File: src/rtl/snd_mixer_sd.sv
// snd_mixer_sd: stereo beeper/tape/Soundrive mixer with soft-mute gain ramp and 1-bit sigma-delta DACs
module snd_mixer_sd #(
  parameter logic [9:0] BEEPER_LVL  = 10'd128,
  parameter logic [9:0] TAPEOUT_LVL = 10'd64,
  parameter logic [9:0] TAPEIN_LVL  = 10'd32,
  parameter int         RAMP_SHIFT  = 12
) (
  input  logic       clk28,
  input  logic       rst_n0,
  input  logic       beeper,
  input  logic       tape_out,
  input  logic       tape_in,
  input  logic       mute,
  input  logic [7:0] sd_l0,
  input  logic [7:0] sd_l1,
  input  logic [7:0] sd_r0,
  input  logic [7:0] sd_r1,
  output logic [4:0] gain_o,
  output logic       dac_l,
  output logic       dac_r
);
  logic                  r_tin_m, r_tin_s;
  logic [9:0]            r_mix_l, r_mix_r, r_sc_l, r_sc_r;
  logic [10:0]           r_acc_l, r_acc_r;
  logic [RAMP_SHIFT-1:0] r_pre;
  logic [4:0]            r_gain;
  logic [11:0]           w_com, w_sum_l, w_sum_r;
  logic [9:0]            w_mix_l, w_mix_r;
  logic [4:0]            w_gain_nx;
  logic                  w_strobe;
  always_comb begin
    w_com     = (beeper   ? {2'b0, BEEPER_LVL}  : 12'd0)
              + (tape_out ? {2'b0, TAPEOUT_LVL} : 12'd0)
              + (r_tin_s  ? {2'b0, TAPEIN_LVL}  : 12'd0);
    w_sum_l   = {4'b0, sd_l0} + {4'b0, sd_l1} + w_com;
    w_sum_r   = {4'b0, sd_r0} + {4'b0, sd_r1} + w_com;
    w_mix_l   = (w_sum_l > 12'd1023) ? 10'd1023 : w_sum_l[9:0];
    w_mix_r   = (w_sum_r > 12'd1023) ? 10'd1023 : w_sum_r[9:0];
    w_strobe  = &r_pre;
    w_gain_nx = !w_strobe                    ? r_gain :
                (!mute && r_gain < 5'd16)    ? r_gain + 5'd1 :
                (mute && r_gain != 5'd0)     ? r_gain - 5'd1 : r_gain;
  end
  // accumulator carry-out is the bitstream; lower 10 bits wrap modulo 1024
  always_ff @(posedge clk28 or negedge rst_n0)
    if (!rst_n0) begin
      r_tin_m <= 1'b0;
      r_tin_s <= 1'b0;
      r_mix_l <= '0;
      r_mix_r <= '0;
      r_sc_l  <= '0;
      r_sc_r  <= '0;
      r_acc_l <= '0;
      r_acc_r <= '0;
      r_pre   <= '0;
      r_gain  <= '0;
    end else begin
      r_tin_m <= tape_in;
      r_tin_s <= r_tin_m;
      r_mix_l <= w_mix_l;
      r_mix_r <= w_mix_r;
      r_sc_l  <= 10'(({4'b0, r_mix_l} * {9'b0, r_gain}) >> 4);
      r_sc_r  <= 10'(({4'b0, r_mix_r} * {9'b0, r_gain}) >> 4);
      r_acc_l <= {1'b0, r_acc_l[9:0]} + {1'b0, r_sc_l};
      r_acc_r <= {1'b0, r_acc_r[9:0]} + {1'b0, r_sc_r};
      r_pre   <= r_pre + RAMP_SHIFT'(1);
      r_gain  <= w_gain_nx;
    end
  assign gain_o = r_gain;
  assign dac_l  = r_acc_l[10];
  assign dac_r  = r_acc_r[10];
endmodule

File: config.mk
export PLATFORM = sky130hd
export DESIGN_NAME = snd_mixer_sd
export DESIGN_NICKNAME = d
export VERILOG_FILES = /design/src/rtl/snd_mixer_sd.sv
export SDC_FILE = /design/constraint.sdc
export NUM_CORES = 1
export LEC_CHECK = 0
export ABC_AREA = 1
export BUFFER_PORTS_ARGS = -buffer_cell sky130_fd_sc_hd__buf_2
export CAP_MARGIN = 20
export CORE_ASPECT_RATIO = 1.4
export CORE_UTILIZATION = 50
export CTS_CLUSTER_DIAMETER = 100
export CTS_CLUSTER_SIZE = 24
export DETAILED_ROUTE_END_ITERATION = 8
export HOLD_SLACK_MARGIN = 0.08
export PLACE_DENSITY = 0.72
export REMOVE_ABC_BUFFERS = 1
export SLEW_MARGIN = 40
export SYNTH_ARGS = -nofsm -noshare
export SYNTH_HDL_FRONTEND = slang
export SYNTH_SLANG_ARGS = --single-unit
File: constraint.sdc
create_clock -name clk28 -period 4.08 [get_ports clk28]
set_input_delay 0.816 -clock clk28 [delete_from_list [all_inputs] [get_ports clk28]]
set_output_delay 0.816 -clock clk28 [all_outputs]
set_load 0.1 [all_outputs]
==> impl_metrics.py, run 1 <==
metrics = {
    "status": {
        "outcome": "finished, final reports clean",
    },
    "global_routing": {
        "overflow": 0,
        "grt_max_degree": 56,
        "first_global_vias": 5856,
        "grt_pass1_wl_um": 24600,
        "antenna_found_initial": 0,
        "grt_util_all_layers_pct": 19.3,
    },
    "pwr": {
        "switching_share_pct": 47.0,
        "p_comb_share_pct": 59.8,
        "powerDensity_nw_per_um2": 610,
        "p_int_uw": 2700,
        "seqPwrFrac_pct": 24.8,
        "p_leak_uw": 0.00501,
        "power_switching_uw": 2390,
        "pwr-share-clk_pct": 15.4,
        "vdd_drop_max_v": 0.000286,
    },
    "worst_setup_path": {
        "rr_worst_depth": 18,
        "r2r_start": "gain_o[4]$_DFFE_PN0P_",
        "cp_cell_sequence": "nand2_1 > inv_1 > fa_1 > fa_1 > inv_1 > fa_1 > inv_1 > ha_1 > nand2_1 > nand2_1 > inv_1 > nor2_1 > nor2_1 > nand2_2 > nand2_1 > nand2_1 > nand2_1 > nand2_1",
        "rrSetupSlack_ns": 0.48,
        "critPathBufInv": 4,
        "r2r_end": "r_sc_l[8]$_DFF_PN0_",
        "worst_path_max_delay_cell": "dfrtp_2",
        "crit_family": "adder cells",
        "critical_path_arrival_ns": 3.83,
        "crit_start": "gain_o[4]$_DFFE_PN0P_",
        "start_kind": "register",
        "endpoint": "r_sc_l[8]$_DFF_PN0_",
        "critical_path.max_fanout": 20,
        "cp.depth": 18,
        "cp.required_ns": 4.31,
        "critPathCaptureType": "register",
        "critical_path.max_stage_delay_ns": 0.56,
        "cpMostUsedCell": "nand2_1",
        "critPathKind": "register to register",
    },
    "routing": {
        "drt-initial-drc-count": 140,
        "vias": 5842,
        "first_pass_iters": 4,
        "totalWireLength_um": 13500,
        "wl_per_cell_um": 11.2,
        "ant_nets": 0,
        "post_drt_via_cell_ratio": 4.83,
        "drc": 0,
    },
    "synthesis": {
        "synth.ff_latch_count": 81,
        "synth_area_um2": 7630,
        "synth_cell_types": 34,
        "syn_area_per_cell_um2": 7.89,
        "syn-instance-count": 966,
        "ys_seq_area_share_pct": 26.6,
        "ys_warn_count": 0,
    },
    "floorplanning": {
        "num_rows": 53,
        "die_area_um2": 15800,
        "fp.coreArea_um2": 15000,
        "start_util_pct": 50.9,
        "die_height_um": 148,
        "die_x_um": 106,
        "ios": 45,
    },
    "sta": {
        "slew_headroom_pct": 53.1,
        "hold_viol": 0,
        "worstMarginPinSlew_ns": 0.703,
        "rsz0062_at_grt": "false",
        "setup_ws_ns": 0.480,
        "clock.fmax_mhz": 278,
        "fin_crit_sh_pct": 88.2,
        "period_minus_slack_ns": 3.60,
        "skew_ns": 0.00839,
        "setup_viol": 0,
        "maxSlewViolCount": 0,
    },
    "placed_design": {
        "place.port_buffers": 44,
        "dp_slack_ns": 0.305,
        "gp_congestion": 0.823,
        "dp_hpwl_um": 10900,
    },
    "clocking": {
        "clk_latency_ns": 0.34,
        "cts_setup_buffers": 0,
        "cts_buffers": 9,
        "clock_sinks": 81,
        "cts_hold_buf": 0,
        "path_clk_slew_ns": 0.07,
        "cts_root_buf": "clkbuf_16",
        "cts-resized-gates": 0,
        "htreeDepth": 3,
        "cts_tree": "done",
        "clk_path_buf_depth": 2,
    },
    "run": {
        "cap_violations": 0,
    },
    "final_layout": {
        "final_core_util_pct": 55.7,
        "multi_input_area_um2": 4640,
        "nets": 1193,
        "seqCellArea_um2": 2030,
        "layout-drive-gt1-share_pct": 9.05,
        "area_growth_pct": 9.53,
        "nFillCells": 1436,
        "antennaDiodeCount": 0,
    },
    "hold_path": {
        "worstHoldPathType": "register to register",
    },
}
[layout by cell type, fill, tap and decap left out, types with 2 or more instances in the layout]
cell / n
clkinv_1: 4
a21boi_0: 2
buf_2: 43
buf_4: 6
nor3_1: 6
a21oi_1: 37
o21ai_1: 15
nand2_1: 251
xnor2_1: 14
dfrtp_1: 78
nand3b_1: 4
nor3_2: 2
clkbuf_16: 9
nand4_2: 2
a21o_1: 6
nor3_4: 2
o2111ai_1: 2
ha_1: 88
fa_1: 55
xor2_1: 37
nand3_1: 34
o21ai_0: 5
o21bai_1: 6
dfrtp_2: 3
nand4_1: 7
inv_1: 232
nor2_2: 3
nor2_1: 36
inv_2: 3
inv_6: 2
clkinvlp_4: 3
a31oi_1: 4
nor2_4: 2
nand2_2: 8
o211ai_1: 2
[power by group through the flow]
stage,registers [µW],logic (µW),clock network (µW)
final,1270,3050,786
after global routing,1300,3580,838
after CTS,1270,3080,807
after detailed placement,1280,3040,0
after global placement,1280,2980,0
after floorplan,1280,2420,0
[cells by family after synthesis]
| family | count (synthesis) | share of synthesized area, % |
|---|---|---|
| and+or+nand+nor | 358 | 20.1 |
| DFF | 81 | 26.6 |
| AOI/OAI and AO/OA | 80 | 5.99 |
| buffers and inverters | 253 | 12.6 |
| adders and majority gates | 143 | 28.9 |
| xor gates and xnor gates | 51 | 5.86 |
[layer usage]
metal  track usage [%]  routed length (µm)  share of wire (%)
met1              22.2                5840                 43
met2              36.1                7140                 53
met3              2.80                 345                2.5
met4              6.39                 216                1.6
met5                 0                   0                  0
[per-stage QoR]
stage          hold WS, ns  instance area (µm²)  power [µW]  setup TNS [ns]  cells
2_1_floorplan        0.331                 7560        3700         -0.0478    952
3_3_place_gp         0.338                 8060        4250               0   1193
4_1_cts              0.356                 8350        5150               0   1209
3_5_place_dp         0.340                 8060        4320               0   1193
5_1_grt              0.356                 8350        5720               0   1209
6_report             0.355                 8350        5100               0   1209
[worst min-delay path by stage]
stage                     slack (ns)              start  cells past startpoint           endpoint
after floorplan                 0.33  r_tin_m$_DFF_PN0_                      0  r_tin_s$_DFF_PN0_
after global placement          0.34  r_tin_m$_DFF_PN0_                      0  r_tin_s$_DFF_PN0_
after detailed placement        0.34  r_tin_m$_DFF_PN0_                      0  r_tin_s$_DFF_PN0_
after CTS                       0.36  r_tin_m$_DFF_PN0_                      0  r_tin_s$_DFF_PN0_
after global routing            0.36  r_tin_m$_DFF_PN0_                      0  r_tin_s$_DFF_PN0_
final                           0.35  r_tin_m$_DFF_PN0_                      0  r_tin_s$_DFF_PN0_
[flip-flops by register name (all words and copies together), names as in the netlist, 5 cells and up]
name / count
r_pre: 12
r_acc_l: 11
r_acc_r: 11
r_mix_l: 10
r_mix_r: 10
r_sc_l: 10
r_sc_r: 10
gain_o: 5
[cells in the mapped netlist (all sizes together)]
| master | n | area share [%] |
|---|---|---|
| o21bai | 6 | 0.59 |
| buf | 5 | 0.41 |
| o21ai | 20 | 1.3 |
| ha | 88 | 14 |
| a21oi | 38 | 2.5 |
| o2111ai | 2 | 0.23 |
| o211ai | 2 | 0.20 |
| clkbuf | 9 | 0.44 |
| nand4 | 9 | 0.90 |
| a31oi | 4 | 0.33 |
| nor2 | 41 | 2.3 |
| xnor2 | 14 | 1.6 |
| dfrtp | 81 | 27 |
| a21boi | 2 | 0.20 |
| fa | 55 | 14 |
| xor2 | 37 | 4.2 |
| nor3 | 10 | 1.1 |
| inv | 235 | 12 |
| clkinv | 4 | 0.20 |
| nand3b | 4 | 0.39 |
| nand2 | 260 | 13 |
| nand3 | 34 | 2.2 |
| a21o | 6 | 0.59 |
[final cells by class]
cell class	instances	area share, %
clock buffer	10	2.86
clock inverter	6	0.584
inverter	239	10.7
multi-input combinational	632	55.5
sequential	81	24.3
tap	192	2.88
timing repair buffer	49	3.12
Note: power is estimated with default switching activity, not from simulation.
==> inputs of run 2 (changes only) <==
--- a/config.mk
+++ b/config.mk
@@ -11,11 +11,9 @@
 export CORE_ASPECT_RATIO = 1.4
 export CORE_UTILIZATION = 50
 export CTS_CLUSTER_DIAMETER = 100
-export CTS_CLUSTER_SIZE = 24
 export DETAILED_ROUTE_END_ITERATION = 8
 export HOLD_SLACK_MARGIN = 0.08
 export PLACE_DENSITY = 0.72
-export REMOVE_ABC_BUFFERS = 1
 export SLEW_MARGIN = 40
 export SYNTH_ARGS = -nofsm -noshare
 export SYNTH_HDL_FRONTEND = slang
==> run 2 against run 1 <==
  * Die area unchanged
  * Register-to-register slack worse by 0.13 ns
  * Clock skew down 0.0013 ns
  * Setup slack got worse by 0.13 ns
  * Largest power group unchanged
  * Largest cell class unchanged
  * First-iteration DRC count decreased by 9.3%
  * Non-clock buffer count shrank 3
==> impl_metrics.py, run 2 (synthesis results as in run 1) <==
metrics = {
    "final_layout": {
        "reg_top3": "r_pre x12, r_acc_l x11, r_acc_r x11",
        "antennaDiodeCount": 0,
        "final_core_util_pct": 55.8,
        "layout-drive-gt1-share_pct": 8.88,
        "area_growth_pct": 9.58,
        "final_cell_mix": "nand2_1, inv_1, ha_1, dfrtp_1, fa_1",
        "regMostFlops": "r_pre",
        "nFillCells": 1391,
        "final_common_cell": "nand2_1",
        "nets": 1190,
        "finish.instance_area_um2": 8360,
        "largest_reg_flops": 12,
    },
    "pwr": {
        "total_power_uw": 5160,
        "vdd_drop_max_v": 0.000240,
        "p_leak_uw": 0.00501,
        "powerDensity_nw_per_um2": 617,
    },
    "routing": {
        "post_drt_via_cell_ratio": 4.85,
        "drc": 0,
        "wl_per_cell_um": 11.3,
        "vias": 5850,
        "drt-initial-drc-count": 127,
        "first_pass_iters": 4,
        "totalWireLength_um": 13600,
        "ant_nets": 0,
    },
    "global_routing": {
        "grt_max_degree": 56,
        "antenna_found_initial": 0,
        "grt_util_all_layers_pct": 19.4,
        "grt_pass1_wl_um": 24800,
        "overflow": 0,
        "first_global_vias": 5990,
    },
    "worst_setup_path": {
        "rr_worst_depth": 15,
        "critical_path_arrival_ns": 3.96,
        "rrSetupSlack_ns": 0.35,
        "r2r_start": "gain_o[2]$_DFFE_PN0P_",
        "r2r_end": "r_sc_r[9]$_DFF_PN0_",
        "critPathKind": "register to register",
        "start_kind": "register",
        "endpoint": "r_sc_r[9]$_DFF_PN0_",
        "critical_path.max_fanout": 19,
        "critPathCaptureType": "register",
        "crit_start": "gain_o[2]$_DFFE_PN0P_",
        "cp.required_ns": 4.31,
    },
    "synthesis": {
        "synth_nets": 1147,
    },
    "floorplanning": {
        "ios": 45,
        "fp.coreArea_um2": 15000,
        "die_area_um2": 15800,
        "num_rows": 53,
        "die_x_um": 106,
        "start_util_pct": 50.9,
        "die_height_um": 148,
    },
    "clocking": {
        "cts_setup_buffers": 0,
        "cts_hold_buf": 0,
        "path_clk_slew_ns": 0.06,
        "cts_buffers": 9,
        "cts_root_buf": "clkbuf_16",
        "cts-resized-gates": 0,
        "cts_tree": "done",
        "clock_sinks": 81,
        "clk_latency_ns": 0.34,
        "clk_path_buf_depth": 2,
        "htreeDepth": 3,
    },
    "sta": {
        "clock.fmax_mhz": 268,
        "rsz0062_at_grt": "false",
        "fin_crit_sh_pct": 91.4,
        "maxSlewViolCount": 0,
        "worstMarginPinSlew_ns": 0.676,
        "skew_ns": 0.00710,
        "setup_viol": 0,
        "slew_headroom_pct": 55.0,
        "period_minus_slack_ns": 3.73,
        "setup_tns_ns": 0,
        "setup_ws_ns": 0.349,
        "hold_viol": 0,
    },
    "placed_design": {
        "dpl_cell_area_um2": 8040,
        "dp_slack_ns": 0.351,
        "dp_hpwl_um": 11300,
        "gp_congestion": 0.840,
        "place.port_buffers": 44,
    },
    "hold_path": {
        "worstHoldPathType": "register to register",
    },
    "status": {
        "outcome": "finished, final reports clean",
    },
    "run": {
        "cap_violations": 0,
    },
}
==> run 2: changes by cell type in the layout (fill, tap and decap cells not counted), sizes merged <==
| cell | change |
|---|---|
| buf | -3 |
| bufinv | +1 |
| clkinvlp | -1 |
==> run 2: layout make-up <==
type / instances / area [µm²] / area share, %
multi-input cells: 632 / 4640 / 55.5
inverters: 239 / 897 / 10.7
well taps: 192 / 240 / 2.87
flip-flops and latches: 81 / 2030 / 24.3
clock inverters: 6 / 73.8 / 0.883
clock buffers: 10 / 239 / 2.86
repair buffers: 46 / 238 / 2.84
==> run 2: how the worst min path moves through the flow <==
| stage | from | to | slack (ns) | cells past startpoint |
|---|---|---|---|---|
| global route | r_tin_m$_DFF_PN0_ | r_tin_s$_DFF_PN0_ | 0.38 | 0 |
| floorplan | r_tin_m$_DFF_PN0_ | r_tin_s$_DFF_PN0_ | 0.33 | 0 |
| detailed placement | r_tin_m$_DFF_PN0_ | r_tin_s$_DFF_PN0_ | 0.34 | 0 |
| finish | r_tin_m$_DFF_PN0_ | r_tin_s$_DFF_PN0_ | 0.35 | 0 |
| CTS | r_tin_m$_DFF_PN0_ | r_tin_s$_DFF_PN0_ | 0.35 | 0 |
| global placement | r_tin_m$_DFF_PN0_ | r_tin_s$_DFF_PN0_ | 0.34 | 0 |
==> run 2: per-layer routing <==
| layer | track usage (%) | part of all wire, % | wire length, µm |
|---|---|---|---|
| met4 | 7.64 | 2.1 | 282 |
| met1 | 21.3 | 43 | 5860 |
| met3 | 2.89 | 2.2 | 298 |
| met2 | 37.0 | 53 | 7140 |
| met5 | 0 | 0 | 0 |
==> run 2: power by group <==
group	total (µW)	switching (µW)	internal, µW
Clock	839	341	498
Sequential	1270	162	1100
Combinational	3050	1890	1160
Total	5160	2390	2770
==> run 2: through the flow <==
step / instances / hold slack, ns
after global routing: 1206 / 0.379
after floorplan: 966 / 0.331
final: 1206 / 0.352
after global placement: 1190 / 0.336
after CTS: 1206 / 0.355
after detailed placement: 1190 / 0.340
==> run 2: worst max-delay path: stages, from the launching register on <==
cell,delay [ns]
dfrtp_1,0.75
nand2_1,0.10
inv_1,0.10
fa_1,0.45
fa_1,0.54
inv_1,0.05
fa_1,0.52
inv_1,0.04
ha_1,0.35
nand2_1,0.09
nand2_1,0.06
o21bai_1,0.18
a21oi_1,0.19
nand2_1,0.08
nand2_1,0.06
nand2_1,0.06
